==> src/rtl/user_proj_timer_array.sv <==
// Wishbone-slave array of programmable up/down counter/timers with compare match,
// auto-reload or one-shot stop, sticky W1C status, interrupt, LA gating and square-wave pads.
module user_proj_timer_array #(
  parameter int unsigned CHANNELS     = 4,
  parameter int unsigned WIDTH        = 32,
  parameter int unsigned IO_BASE      = 8,
  parameter int unsigned MPRJ_IO_PADS = 38,
  parameter logic [31:0] BASE_ADR     = 32'h3000_0000
) (
  input  logic                    wb_clk_i,
  input  logic                    wb_rst_n_i,
  input  logic                    wbs_stb_i,
  input  logic                    wbs_cyc_i,
  input  logic                    wbs_we_i,
  input  logic [3:0]              wbs_sel_i,
  input  logic [31:0]             wbs_adr_i,
  input  logic [31:0]             wbs_dat_i,
  output logic                    wbs_ack_o,
  output logic [31:0]             wbs_dat_o,
  input  logic [63:0]             la_data_in,
  input  logic [63:0]             la_oenb,
  output logic [63:0]             la_data_out,
  input  logic [MPRJ_IO_PADS-1:0] io_in,
  output logic [MPRJ_IO_PADS-1:0] io_out,
  output logic [MPRJ_IO_PADS-1:0] io_oeb,
  output logic [2:0]              irq
);

  logic                ack_q;
  logic [31:0]         dat_q, dat_d;
  logic [4:0]          ctrl_q   [CHANNELS];
  logic [4:0]          ctrl_d   [CHANNELS];
  logic [WIDTH-1:0]    count_q  [CHANNELS];
  logic [WIDTH-1:0]    count_d  [CHANNELS];
  logic [WIDTH-1:0]    reload_q [CHANNELS];
  logic [WIDTH-1:0]    reload_d [CHANNELS];
  logic [CHANNELS-1:0] match_q, match_d, tog_q, tog_d, pend;
  logic                irq_q;

  logic       req, hit, wr;
  logic [3:0] sel_ch;
  logic [1:0] sel_reg;

  assign req     = wbs_stb_i & wbs_cyc_i & ~ack_q;
  assign hit     = (wbs_adr_i[31:8] == BASE_ADR[31:8]);
  assign wr      = req & wbs_we_i & hit;
  assign sel_ch  = wbs_adr_i[7:4];
  assign sel_reg = wbs_adr_i[3:2];

  function automatic logic [31:0] merge(input logic [31:0] old, input logic [31:0] wdat,
                                        input logic [3:0] sel);
    logic [31:0] r;
    r = old;
    for (int k = 0; k < 4; k++) begin
      if (sel[k]) r[8*k +: 8] = wdat[8*k +: 8];
    end
    return r;
  endfunction

  always_comb begin : next_state
    logic        en_eff, term, ch_wr;
    logic [31:0] cur, nxt;
    for (int c = 0; c < CHANNELS; c++) begin
      en_eff = la_oenb[c] ? ctrl_q[c][0] : la_data_in[c];
      term   = ctrl_q[c][1] ? (count_q[c] == '0) : (count_q[c] == reload_q[c]);
      ch_wr  = wr && (sel_ch == 4'(c));

      count_d[c]  = count_q[c];
      reload_d[c] = reload_q[c];
      ctrl_d[c]   = ctrl_q[c];
      match_d[c]  = match_q[c];
      tog_d[c]    = tog_q[c];

      if (en_eff) begin
        if (term) begin
          tog_d[c] = ~tog_q[c];
          if (ctrl_q[c][2]) count_d[c] = ctrl_q[c][1] ? reload_q[c] : '0;
          else              ctrl_d[c][0] = 1'b0;
        end else begin
          count_d[c] = ctrl_q[c][1] ? count_q[c] - WIDTH'(1) : count_q[c] + WIDTH'(1);
        end
      end

      // Bus writes are applied last so they win over count steps and one-shot stops.
      cur = '0;
      nxt = '0;
      if (ch_wr) begin
        unique case (sel_reg)
          2'd0: begin
            cur[4:0]  = ctrl_q[c];
            nxt       = merge(cur, wbs_dat_i, wbs_sel_i);
            ctrl_d[c] = nxt[4:0];
          end
          2'd1: begin
            cur[WIDTH-1:0] = count_q[c];
            nxt            = merge(cur, wbs_dat_i, wbs_sel_i);
            count_d[c]     = nxt[WIDTH-1:0];
          end
          2'd2: begin
            cur[WIDTH-1:0] = reload_q[c];
            nxt            = merge(cur, wbs_dat_i, wbs_sel_i);
            reload_d[c]    = nxt[WIDTH-1:0];
          end
          default: begin
            if (wbs_sel_i[0] && wbs_dat_i[0]) match_d[c] = 1'b0;
          end
        endcase
      end
      if (en_eff && term) match_d[c] = 1'b1;

      pend[c] = match_q[c] & ctrl_q[c][3];
    end
  end

  always_comb begin : read_mux
    dat_d = '0;
    if (req && !wbs_we_i && hit) begin
      if (sel_ch == 4'hF) begin
        if (sel_reg == 2'd0) dat_d[CHANNELS-1:0] = pend;
      end else begin
        for (int c = 0; c < CHANNELS; c++) begin
          if (sel_ch == 4'(c)) begin
            unique case (sel_reg)
              2'd0:    dat_d[4:0]       = ctrl_q[c];
              2'd1:    dat_d[WIDTH-1:0] = count_q[c];
              2'd2:    dat_d[WIDTH-1:0] = reload_q[c];
              default: dat_d[0]         = match_q[c];
            endcase
          end
        end
      end
    end
  end

  always_ff @(posedge wb_clk_i or negedge wb_rst_n_i) begin
    if (!wb_rst_n_i) begin
      ack_q   <= 1'b0;
      dat_q   <= '0;
      match_q <= '0;
      tog_q   <= '0;
      irq_q   <= 1'b0;
      for (int c = 0; c < CHANNELS; c++) begin
        ctrl_q[c]   <= '0;
        count_q[c]  <= '0;
        reload_q[c] <= '0;
      end
    end else begin
      ack_q   <= req;
      dat_q   <= dat_d;
      match_q <= match_d;
      tog_q   <= tog_d;
      irq_q   <= |pend;
      for (int c = 0; c < CHANNELS; c++) begin
        ctrl_q[c]   <= ctrl_d[c];
        count_q[c]  <= count_d[c];
        reload_q[c] <= reload_d[c];
      end
    end
  end

  assign wbs_ack_o = ack_q;
  assign wbs_dat_o = dat_q;
  assign irq       = {2'b00, irq_q};

  always_comb begin : outputs
    logic [31:0] cnt0;
    cnt0             = '0;
    cnt0[WIDTH-1:0]  = count_q[0];
    la_data_out      = '0;
    la_data_out[CHANNELS-1:0] = match_q;
    la_data_out[47:32]        = cnt0[15:0];
    io_out = '0;
    io_oeb = '1;
    for (int c = 0; c < CHANNELS; c++) begin
      io_out[IO_BASE+c] = tog_q[c] & ctrl_q[c][4];
      io_oeb[IO_BASE+c] = 1'b0;
    end
  end

  logic unused_inputs;
  assign unused_inputs = ^{io_in, la_data_in, la_oenb, wbs_adr_i[1:0], wbs_dat_i};

endmodule

==> config.mk <==
export PLATFORM = sky130hd
export DESIGN_NAME = user_proj_timer_array
export DESIGN_NICKNAME = d
export VERILOG_FILES = /design/src/rtl/user_proj_timer_array.sv
export SDC_FILE = /design/constraint.sdc
export NUM_CORES = 1
export LEC_CHECK = 0
export CELL_PAD_IN_SITES_DETAIL_PLACEMENT = 0
export CELL_PAD_IN_SITES_GLOBAL_PLACEMENT = 2
export CORE_AREA = 4 4 282 284
export CTS_BUF_LIST = sky130_fd_sc_hd__clkbuf_8
export DETAILED_ROUTE_END_ITERATION = 10
export DIE_AREA = 0 0 286 288
export GPL_ROUTABILITY_DRIVEN = 0
export PLACE_DENSITY_LB_ADDON = 0.1
export SLEW_MARGIN = 10
export SYNTH_ARGS = -nofsm -noshare
export SYNTH_HDL_FRONTEND = slang
export SYNTH_SLANG_ARGS = --single-unit
==> constraint.sdc <==
create_clock -name wb_clk_i -period 4.2 [get_ports wb_clk_i]
set_input_delay 0.42 -clock wb_clk_i [delete_from_list [all_inputs] [get_ports wb_clk_i]]
set_output_delay 0.42 -clock wb_clk_i [all_outputs]
set_load 0.02 [all_outputs]
==> flow_summary_export.csv <==
group,metric,value,unit
run_status,run_status,"completed",
setup_path,critPathCaptureType,"register",
sta,report.final.hold_viol_count,0,
placement,dp_cells,4179,
clock_tree,clk_root_buffer_cell,"sky130_fd_sc_hd__clkbuf_8",
global_routing,global_route_wire_length_before_repair,166400,um
placement,detailed_place_hpwl,84290,um
global_routing,antenna_found_initial,11,
finish,fin_nets,3570,
setup_path,setup.worst_path.start_class,"register",
detailed_routing,post-route-drc-count,0,
floorplanning,chipHeight,288,um
synth,synth_async_sr_flop_share,100.0,%
pwr,power.density,396.1,nW/um^2
global_routing,maximum_number_of_pins_on_one_net_before_global_route_repair,101,
sta,fmaxAchievable,268.3,MHz
detailed_routing,routed-via-count,25090,
sta,rsz0062_at_grt,"no",
floorplanning,num_io_pins,415,
clock_tree,post_cts_repair_resize_count,0,
clock_tree,cts_buffer_depth,3,
synth,ys_types,81,
synth,post_synth_inst_count,3078,
pwr,ir_worst_vdd,0.0002425,V
sta,timing.slew.headroom,18.89,%
global_routing,grt_use_total,26.82,%
detailed_routing,number_of_violations_reported_at_the_end_of_detailed_routing_iteration_0,2710,
clock_tree,tritoncts_buffers,61,
clock_tree,cts-hold-fix-buffers,1,
worst_hold_path,holdCritPathClass,"input port to register",
sta,max_slew.worst_pin.slew,1.213,ns
pwr,static-leakage-power,12.59,nW
sta,fin_crit,3.727,ns
sta,min_period_over_period,88.74,%
floorplanning,core_region_area,77080,um^2
synth,flip_flop_and_latch_count_after_synthesis,318,
setup_path,critPathArrivalTime,4.27,ns
clock_tree,tritoncts,"yes",
synth,postSynth.topFlopCell,"sky130_fd_sc_hd__dfrtp_1",
sta,finalMaxSlewViolations,0,
clock_tree,cts.repair_timing.setup_buffer_count,0,
synth,synthesis.area_per_instance,8.474,um^2
finish,layout-drive-gt1-share,12.18,%
floorplanning,die_width,286,um
synth,yosysSeqAreaShare,30.51,%
detailed_routing,drtPass1Iterations,6,
synth,synth_area_leaders,"sky130_fd_sc_hd__dfrtp_1 (31%), sky130_fd_sc_hd__mux2_2 (6.4%), sky130_fd_sc_hd__a21oi_1 (6.1%)",
clock_tree,h-tree-depth,2,
synth,mappedNetlistArea,26080,um^2
clock_tree,clk_pin_slew,0.06,ns
finish,final-seq-area,7966,um^2
floorplanning,row_count,102,
job,maxCapViolations,0,
synth,synth_top_area_share,30.51,%
finish,layout.filler_cells,8073,
synth,yosys-top-cells-count,"sky130_fd_sc_hd__a21oi_1 (318), sky130_fd_sc_hd__dfrtp_1 (318), sky130_fd_sc_hd__nand2_1 (244)",
detailed_routing,wl,113800,um
setup_path,ff2ff_setup_slack,0.47,ns
detailed_routing,ant_nets,0,
synth,largest_area_contributor_in_the_netlist,"sky130_fd_sc_hd__dfrtp_1",
synth,synth_enable_flop_cells,0,
floorplanning,initial_util,33.84,%
floorplanning,die-area,82370,um^2
setup_path,biggest_fanout_along_the_worst_timing_path,21,
synth,yosys_warnings,0,
placement,port-buffer-count,136,
finish,layoutNonFillerInstCount,4292,
finish,areaGrowthSynthToFinish,13.84,%
finish,final_util,38.52,%
global_routing,globalRouteOverflowTotal,0,
detailed_routing,routed_wire_length_per_instance,26.52,um
clock_tree,clk_latency,0.70,ns
sta,fin_skew,0.02428,ns
finish,multiInputGateArea,16730,um^2
sta,finalSetupViolations,0,
setup_path,critPathRequiredTime,4.74,ns
clock_tree,cts_sinks,318,
detailed_routing,vias_per_cell,5.845,
global_routing,first_global_vias,24450,
sta,total_negative_slack,0,ns
setup_path,critical_path_class,"register to register",
[power breakdown]
part | internal (mW) | total [mW] | switching [mW]
Combinational | 1.82 | 4.39 | 2.57
Sequential | 3.44 | 4.26 | 0.815
Clock | 1.63 | 3.12 | 1.49
Total | 6.89 | 11.8 | 4.87
[final timing paths]
check,start,end,depth (start not counted)
max,ctrl_q[16],outputs.cnt0[28],11
min in group asynchronous,wb_rst_n_i,count_q[44],2
min,wbs_cyc_i,wbs_ack_o,3
min reg2reg,tog_q[0],tog_q[0],1
max in group asynchronous,wb_rst_n_i,reload_q[118],3
max reg2reg,ctrl_q[16],outputs.cnt0[28],11
[metal layers]
layer / vias up / GRT usage [%] / share of wire [%]
li1: 11490 / - / -
met1: 12430 / 38.79 / 46
met2: 1017 / 39.64 / 42
met3: 158 / 5.091 / 7.6
met4: 2 / 9.947 / 4.1
met5: - / 0 / 0.011
[flip-flops by register name, indices dropped and copies added, names as in the netlist]
| signal | count |
|---|---|
| wbs_dat_o | 32 |
| irq_q | 1 |
| reload_q | 128 |
| wbs_ack_o | 1 |
| count_q | 96 |
| tog_q | 4 |
| outputs.cnt0 | 32 |
| match_q | 4 |
| ctrl_q | 20 |
[critical path: stages, from the launching register on]
cell and delay [ns]:
sky130_fd_sc_hd__dfrtp_2 0.68, sky130_fd_sc_hd__ha_1 0.40, sky130_fd_sc_hd__a21o_1 0.18, sky130_fd_sc_hd__a21oi_1 0.20, sky130_fd_sc_hd__o21ai_1 0.11, sky130_fd_sc_hd__or4b_1 0.50, sky130_fd_sc_hd__o21ai_2 0.23, sky130_fd_sc_hd__o31ai_1 0.21
sky130_fd_sc_hd__or4b_1 0.54, sky130_fd_sc_hd__a311oi_1 0.29, sky130_fd_sc_hd__a41o_1 0.15, sky130_fd_sc_hd__a21oi_1 0.06
[placed cells by master, fill, tap and decap left out, types with 17 or more instances in the layout]
master,instances
sky130_fd_sc_hd__o21ai_0,197
sky130_fd_sc_hd__nor2_1,126
sky130_fd_sc_hd__buf_4,99
sky130_fd_sc_hd__nand2_1,244
sky130_fd_sc_hd__a22o_1,28
sky130_fd_sc_hd__nand2b_1,52
sky130_fd_sc_hd__a22oi_1,88
sky130_fd_sc_hd__a31oi_1,29
sky130_fd_sc_hd__clkdlybuf4s50_1,135
sky130_fd_sc_hd__o221ai_1,21
sky130_fd_sc_hd__clkbuf_8,77
sky130_fd_sc_hd__nor4_1,48
sky130_fd_sc_hd__and3_1,21
sky130_fd_sc_hd__a211oi_1,32
sky130_fd_sc_hd__xnor2_1,156
sky130_fd_sc_hd__xor2_1,83
sky130_fd_sc_hd__a21o_1,72
sky130_fd_sc_hd__a21oi_1,315
sky130_fd_sc_hd__nand3_1,133
sky130_fd_sc_hd__nor2b_1,33
sky130_fd_sc_hd__o21a_1,31
sky130_fd_sc_hd__o22ai_1,112
sky130_fd_sc_hd__dfrtp_1,311
sky130_fd_sc_hd__inv_1,85
sky130_fd_sc_hd__conb_1,118
sky130_fd_sc_hd__nor2_2,19
sky130_fd_sc_hd__mux2_2,148
sky130_fd_sc_hd__ha_1,122
sky130_fd_sc_hd__nand4_1,48
sky130_fd_sc_hd__nor3_1,22
sky130_fd_sc_hd__and2_1,17
[metrics by stage]
step	instance area [um^2]	hold WS (ns)	total power, mW	setup slack [ns]
floorplan	26520	0.1244	7.118	0.6525
global placement	28480	0.4540	8.587	0.4912
detailed placement	28480	0.4526	8.622	0.4331
CTS	29690	0.3209	11.79	0.4826
global route	29690	0.3554	12.47	0.003396
finish	29690	0.3676	11.76	0.4731
[logic make-up after synthesis]
group	after synthesis	share of synthesized area [%]
multiplexers	164	7.003
XOR/XNOR	239	8.025
AND/OR/NAND/NOR	811	15.47
buffers and inverters	359	7.152
adder cells (fa/ha/maj)	128	6.255
other	2	0.02879
flip-flops	318	30.51
AO/OA/AOI/OAI	1057	25.55
[cell type report]
class	instances	area share (%)
clock buffer	77	3.569
tap	1040	4.382
sequential	318	26.83
antenna	2	0.01685
inverter	62	0.7837
timing repair buffer	243	7.610
multi-input combinational	2517	56.35
clock inverter	33	0.4635
Power figures use the tool's default switching activity.
